## config.mk

```make
export PLATFORM = sky130hd
export DESIGN_NAME = pulse_stretch
export DESIGN_NICKNAME = d
export VERILOG_FILES = /design/src/rtl/miner_pkg.sv /design/src/rtl/pulse_stretch.sv
export SDC_FILE = /design/constraint.sdc
export NUM_CORES = 1
export LEC_CHECK = 0
export BUFFER_PORTS_ARGS = -buffer_cell sky130_fd_sc_hd__buf_2
export CAP_MARGIN = 20
export CORE_UTILIZATION = 40
export DETAILED_ROUTE_END_ITERATION = 7
export SLEW_MARGIN = 20
export SYNTH_ARGS = -nofsm -noshare
export SYNTH_HDL_FRONTEND = slang
export SYNTH_SLANG_ARGS = --single-unit
```

## constraint.sdc

```tcl
create_clock -name clk -period 2.8 [get_ports clk]
set_input_delay 0.56 -clock clk [delete_from_list [all_inputs] [get_ports clk]]
set_output_delay 0.56 -clock clk [all_outputs]
set_load 0.005 [all_outputs]
```

## src/rtl/miner_pkg.sv

```systemverilog
// Shared types and sizing helpers for the miner game's small control blocks.
package miner_pkg;

   typedef enum logic [1:0] {
      IDLE = 2'd0,
      HIGH = 2'd1,
      GAP  = 2'd2
   } state_e;

   // Width of a down-counter that must hold values up to max(a,b)-1; never below 1 bit.
   function automatic int cnt_width(input int a, input int b);
      int m;
      int w;
      m = (a > b) ? a : b;
      w = $clog2(m);
      return (w < 1) ? 1 : w;
   endfunction

endpackage

```

## src/rtl/pulse_stretch.sv

```systemverilog
// Stretches single-cycle event strobes into fixed-width level pulses separated by a
// recovery gap; events arriving while busy are queued and replayed one pulse each.
module pulse_stretch
   import miner_pkg::*;
#(
   parameter int HIGH_CYCLES = 4,
   parameter int GAP_CYCLES  = 2,
   parameter int PEND_W      = 3
) (
   input  logic              clk,
   input  logic              rst,
   input  logic              pulse_in,
   output logic              level_out,
   output logic              busy,
   output logic [PEND_W-1:0] pend_count,
   output logic              overflow,
   output state_e            dbg_state
);

   localparam int CW = cnt_width(HIGH_CYCLES, GAP_CYCLES);
   localparam logic [CW-1:0]     HIGH_LOAD = CW'(HIGH_CYCLES - 1);
   localparam logic [CW-1:0]     GAP_LOAD  = CW'(GAP_CYCLES - 1);
   localparam logic [PEND_W-1:0] PEND_MAX  = '1;

   if (HIGH_CYCLES < 1) begin : g_bad_high
      $error("pulse_stretch: HIGH_CYCLES must be >= 1");
   end
   if (GAP_CYCLES < 1) begin : g_bad_gap
      $error("pulse_stretch: GAP_CYCLES must be >= 1");
   end
   if (PEND_W < 1) begin : g_bad_pend
      $error("pulse_stretch: PEND_W must be >= 1");
   end

   state_e            state_q, state_d;
   logic [CW-1:0]     cnt_q, cnt_d;
   logic [PEND_W-1:0] pend_q, pend_d;
   logic              ovf_q, ovf_d;
   logic              inc, dec;

   always_ff @(posedge clk or posedge rst) begin
      if (rst) begin
         state_q <= IDLE;
         cnt_q   <= '0;
         pend_q  <= '0;
         ovf_q   <= 1'b0;
      end else begin
         state_q <= state_d;
         cnt_q   <= cnt_d;
         pend_q  <= pend_d;
         ovf_q   <= ovf_d;
      end
   end

   always_comb begin
      state_d = state_q;
      cnt_d   = cnt_q;
      pend_d  = pend_q;
      ovf_d   = 1'b0;
      inc     = 1'b0;
      dec     = 1'b0;

      unique case (state_q)
         IDLE: begin
            // The launching event goes straight to the output, never into the queue.
            if (pulse_in) begin
               state_d = HIGH;
               cnt_d   = HIGH_LOAD;
            end
         end
         HIGH: begin
            inc = pulse_in;
            if (cnt_q != '0) begin
               cnt_d = cnt_q - 1'b1;
            end else begin
               state_d = GAP;
               cnt_d   = GAP_LOAD;
            end
         end
         GAP: begin
            inc = pulse_in;
            if (cnt_q != '0) begin
               cnt_d = cnt_q - 1'b1;
            end else if ((pend_q != '0) || pulse_in) begin
               state_d = HIGH;
               cnt_d   = HIGH_LOAD;
               // An empty queue means this cycle's event is the one being replayed.
               if (pend_q != '0) dec = 1'b1;
               else              inc = 1'b0;
            end else begin
               state_d = IDLE;
            end
         end
         default: begin
            state_d = IDLE;
            cnt_d   = '0;
         end
      endcase

      if (inc && !dec) begin
         if (pend_q == PEND_MAX) ovf_d  = 1'b1;
         else                    pend_d = pend_q + 1'b1;
      end else if (dec && !inc) begin
         pend_d = pend_q - 1'b1;
      end
   end

   assign level_out  = (state_q == HIGH);
   assign busy       = (state_q != IDLE);
   assign pend_count = pend_q;
   assign overflow   = ovf_q;
   assign dbg_state  = state_q;

endmodule
```

# After elaboration in Yosys (flattened, before gate mapping)
# Cells that the tools add are included.
# W data, S select, Z words.
# totals
regBits	8
# classes
n_mux	23
n_eq_ne	8
n_reduce_logical	13
add_sub_neg	3
# ops
operator	count
$mux W2	7
$pmux W2 S3	2
$mux W1	10
$mux W3	3
$ne A2 B2 Y1 const B	4
$reduce_bool A2 Y1	3
$reduce_and A2 Y1	2
$add A3 B1 Y3 const B	1
$eq A3 B3 Y1 const B	1
$ne A3 B3 Y1 const B	1
$reduce_and A3 Y1	1
$reduce_bool A3 Y1	1
$sub A3 B1 Y3 const B	1
$eq A2 B1 Y1 const B	1
$eq A2 B2 Y1 const B	1
$logic_and A1 B1 Y1	2
$logic_not A1 Y1	2
$logic_not A2 Y1	1
$pmux W1 S2	1
$sub A2 B1 Y2 const B	1
$logic_or A1 B1 Y1	1

# Longest topological paths before layout
# depth
ltp_word	9
depth_mapped	9
ltp_nobuf	9

# Least setup slack after synthesis
# Ideal clock, no wire load.
# synth_timing
path_type	reg-to-reg
startpoint	register pend_q[0] (netlist: pend_count[0])
endpoint	register pend_q[2] (netlist: pend_count[2])
path_slack_ns	0.610
path_stages_with_launch	8
required_time_ns	2.674
synth_period_minus_slack_ns	2.190
arrival_ns	2.064
cell_sequence	dfrtp_1 -> o311ai_0 -> and2_1 -> nand2_1 -> fa_1 -> nor3_1 -> a41oi_1 -> xnor2_1
# synth_between
elab_chain_cells	9
elab_cells_between_ends	23
classes_between	add/sub (2); eq/ne (2); mux (11); reduce/logical (8)
# synth_lines
item	line_no	rtl
start, declared	pulse_stretch.sv:37	logic [PEND_W-1:0] pend_q, pend_d;
start signal, assigned	pulse_stretch.sv:50	pend_q <= pend_d;
$reduce_bool A3 Y1	pulse_stretch.sv:84, pulse_stretch.sv:88	
$mux W1 / $logic_or A1 B1 Y1 (equally long branches)	pulse_stretch.sv:88, pulse_stretch.sv:84	
$mux W1	pulse_stretch.sv:84	end else if ((pend_q != '0) || pulse_in) begin
$mux W1	pulse_stretch.sv:82	if (cnt_q != '0) begin
$pmux W1 S2 / $mux W1 (equally long branches)	pulse_stretch.sv:63	unique case (state_q)
$logic_not A1 Y1 (on tied branches)	pulse_stretch.sv:103, pulse_stretch.sv:100	
$logic_and A1 B1 Y1 (on tied branches)	pulse_stretch.sv:103, pulse_stretch.sv:100	
$reduce_bool A2 Y1 (no line) / $ne A2 B2 Y1 (equally long branches)	-	
$reduce_and A2 Y1 (no line)	-	
# Several ways; a longest one is shown, not always the timed one. The select of a mux whose other input is x is not followed.
# A chain may end at the register's enable or synchronous reset.

# Final worst setup path
# Same ends and word-level chain as after synthesis.

==> qor.csv <==
stage,metric,value,unit
power,power.share.sequential,0.322,
placed_design,detailedPlace.worstSlack,0.380,ns
critical_path,path_delay_family,compound AO/OA/AOI/OAI gates,
logic_synthesis,synthCells,57,
critical_path,rrSetupSlack,0.37,ns
power,pwr_density_cell,1120,nW/µm²
critical_path,setup.worst_path.class,reg -> reg,
drt,dr_total_vias,444,
floorplan,core,1330,µm²
drt,met2RoutedLength,422,µm
floorplan,starting_density_of_the_core,0.439,
cells_and_area,n_fill_cell,133,
placed_design,gp_congestion,0.699,
critical_path,data_arrival_time_at_the_worst_slack_endpoint,2.57,ns
clocking,ctsRootBufferMaster,clkbuf_4,
floorplan,floorplan.die_area,1620,µm²
sta,min_period_over_period,0.869,
sta,final.setup.worst_slack,0.367,ns
sta,max-slew-margin-rel,0.526,
drt,viasPerCell,5.22,
cells_and_area,number_of_antenna_diodes,0,
critical_path,worstPathCellList,o311ai_0 > and2_1 > nand2_1 > fa_1 > nor3_1 > a41oi_1 > xnor2_1,
floorplan,fp.dieW,40.3,µm
logic_synthesis,synth_seq_area_share,0.342,
sta,final_max_slew_viol_count,0,
power,p_clk_frac,0.117,
drt,drt-met1-wl,552,µm
power,max-vdd-ir-drop,0.506,mV
cells_and_area,share_of_post_route_cells_with_drive_strength_above_1,0.257,
drt,wl_met3,65,µm
power,p_sw_frac,0.419,
critical_path,r2r_cells,7,
clocking,clock_tree.htree_level_count,1,
critical_path,max_fanout_on_critical_path,7,
logic_synthesis,post_synth_instance_area,586,µm²
critical_path,cp-end-kind,register,
drt,drt-pass1-iter-count,2,
clocking,clock_tree_from_tritoncts,yes,
logic_synthesis,yosys_register_bits,8,
sta,timing.setup.tns,0,ns
logic_synthesis,number_of_enable_flip_flop_cells_after_synthesis,0,
drt,drt-wirelength-per-cell,12.2,µm
sta,clock-skew-final,0.00338,ns
sta,finalSetupViolCount,0,
drt,drc,0,
cells_and_area,syn2layout_area_growth,15.6,%
min_path,min-delay-path-class,in -> async,
power,power.switching,0.318,mW
clocking,worst_skew_pair.late_latency,0.25,ns
drt,wirelength_routed,1040,µm
global_route,largest_net_degree_at_the_start_of_global_routing,9,
sta,final-hold-violation-count,0,
critical_path,regToRegStartpoint,pend_count[0]$_DFFE_PP0P_,
critical_path,critical_path_cell_count,7,
cells_and_area,most-common-layout-cells,"buf_2 (10), dfrtp_1 (8), inv_1 (7), ha_1 (7)",
logic_synthesis,synth_async_sr_flop_share,1.00,
logic_synthesis,post_synth_num_cell_types,28,
power,share_comb_of_total_power,0.561,
cells_and_area,final_common_cell,buf_2,
logic_synthesis,synthesis.nets,68,
sta,max_freq,411,MHz
outcome,run_status,"finished, final reports clean",
power,leakagePower,0.342,nW
clocking,numCtsBuffers,3,
clocking,clk_path_buf_depth,2,
drt,drtIter0Drc,5,
cells_and_area,finish.net_count,83,
clocking,clk_pin_slew,0.05,ns
placed_design,post-dp-hpwl,809,µm
power,internal_power,0.441,mW
drt,dr.max_layer_used,met3,
drt,final_antenna_net_count,0,
floorplan,die_h,40.3,µm
clocking,clock_sinks,8,
logic_synthesis,synth-warning-count,0,
critical_path,critical_path_buf_inv_count,0,
logic_synthesis,synthesis.area_per_instance,10.3,µm²
clocking,post_cts_hold_fix_bufs,0,
floorplan,top_level_ports,11,
sta,grt_setup_unrepaired,false,
critical_path,critPathSlowestCell,o311ai_0,
critical_path,worstPathRequired,2.94,ns
critical_path,timing.critical_path.slowest_cell_delay,0.68,ns
sta,hold_slack,0.242,ns
critical_path,capture_point_of_the_worst_reg_to_reg_path,pend_count[2]$_DFFE_PP0P_,
floorplan,standard_cell_row_count,13,
global_route,first_global_vias,376,
global_route,number_of_antenna_violations_at_the_first_check_in_global_routing,0,
placed_design,port-buffer-count,10,
sta,fin_crit,2.43,ns
global_route,grt_first_pass_wirelength,1610,µm
global_route,gr-usage-all-layers,0.161,
clocking,post_cts_setup_buffer_count,0,
job,maxCapViolCount,0,
logic_synthesis,synth_ff_type,dfrtp_1,
power,design_power_total,0.760,mW
critical_path,crit_path_start_kind,register,
clocking,cts_resized,0,
sta,max_slew.worst_pin.slew,0.702,ns
global_route,grt-ovfl-total,0,
## registers in the layout, indices dropped and copies added (netlist names)
signal and flops:
dbg_state 2, cnt_q 2, pend_count 3, overflow 1
## final cells by class
cell class | instances | area [µm²] | share of cell area
well taps | 15 | 18.8 | 0.0277
flip-flops and latches | 8 | 200 | 0.296
inverters | 7 | 26.3 | 0.0388
clock buffers | 3 | 22.5 | 0.0333
multi-input cells | 42 | 359 | 0.530
repair buffers | 10 | 50.0 | 0.0739
## power by group through the flow
stage               Combinational (mW)  Clock [mW]  Sequential, mW
floorplan                        0.312           0           0.238
global placement                 0.419           0           0.247
detailed placement               0.426           0           0.246
CTS                              0.426      0.0941           0.245
global route                     0.480       0.102           0.259
finish                           0.426      0.0888           0.245
## cells in the mapped netlist, types with 2 or more instances
| master | n | share of area |
|---|---|---|
| mux2_2 | 2 | 0.038 |
| nor2_1 | 4 | 0.026 |
| inv_1 | 7 | 0.045 |
| nand2_1 | 4 | 0.026 |
| ha_1 | 7 | 0.15 |
| a21oi_1 | 2 | 0.017 |
| nand2b_1 | 2 | 0.021 |
| o21ai_0 | 2 | 0.017 |
| dfrtp_1 | 8 | 0.34 |
## how the worst max path moves through the flow
stage	slack [ns]	start	endpoint
final	0.37	pend_count[0]$_DFFE_PP0P_	pend_count[2]$_DFFE_PP0P_
after global routing	0.22	pend_count[0]$_DFFE_PP0P_	pend_count[2]$_DFFE_PP0P_
after CTS	0.40	pend_count[0]$_DFFE_PP0P_	pend_count[2]$_DFFE_PP0P_
after detailed placement	0.38	pend_count[0]$_DFFE_PP0P_	pend_count[2]$_DFFE_PP0P_
after global placement	0.42	pend_count[0]$_DFFE_PP0P_	pend_count[2]$_DFFE_PP0P_
after floorplan	0.61	pend_count[0]$_DFFE_PP0P_	pend_count[2]$_DFFE_PP0P_
## per-stage QoR
step	util	std cells	instance area, µm²
floorplan	-	57	586
global placement	0.491	82	654
detailed placement	0.491	82	654
CTS	0.508	85	677
global route	0.508	85	677
finish	0.508	85	677
## worst reg2reg max path, cell delays in order (launching register included)
cell and delay [ns]:
dfrtp_1 0.46, o311ai_0 0.68, and2_1 0.28, nand2_1 0.08, fa_1 0.39, nor3_1 0.20, a41oi_1 0.08, xnor2_1 0.15
## routing by layer
metal  vias to the layer above  track usage
li1                        229            -
met1                       202        0.219
met2                        13        0.206
met3                         0        0.100
met4                         0       0.0500
met5                         -            0
## logic make-up after synthesis
group | synth area share
AND/OR/NAND/NOR | 0.147
multiplexers | 0.0812
AO/OA/AOI/OAI | 0.171
XOR/XNOR | 0.0299
buffers and inverters | 0.0449
flip-flops | 0.342
adder cells (fa/ha/maj) | 0.184
Power figures use the tool's default switching activity.
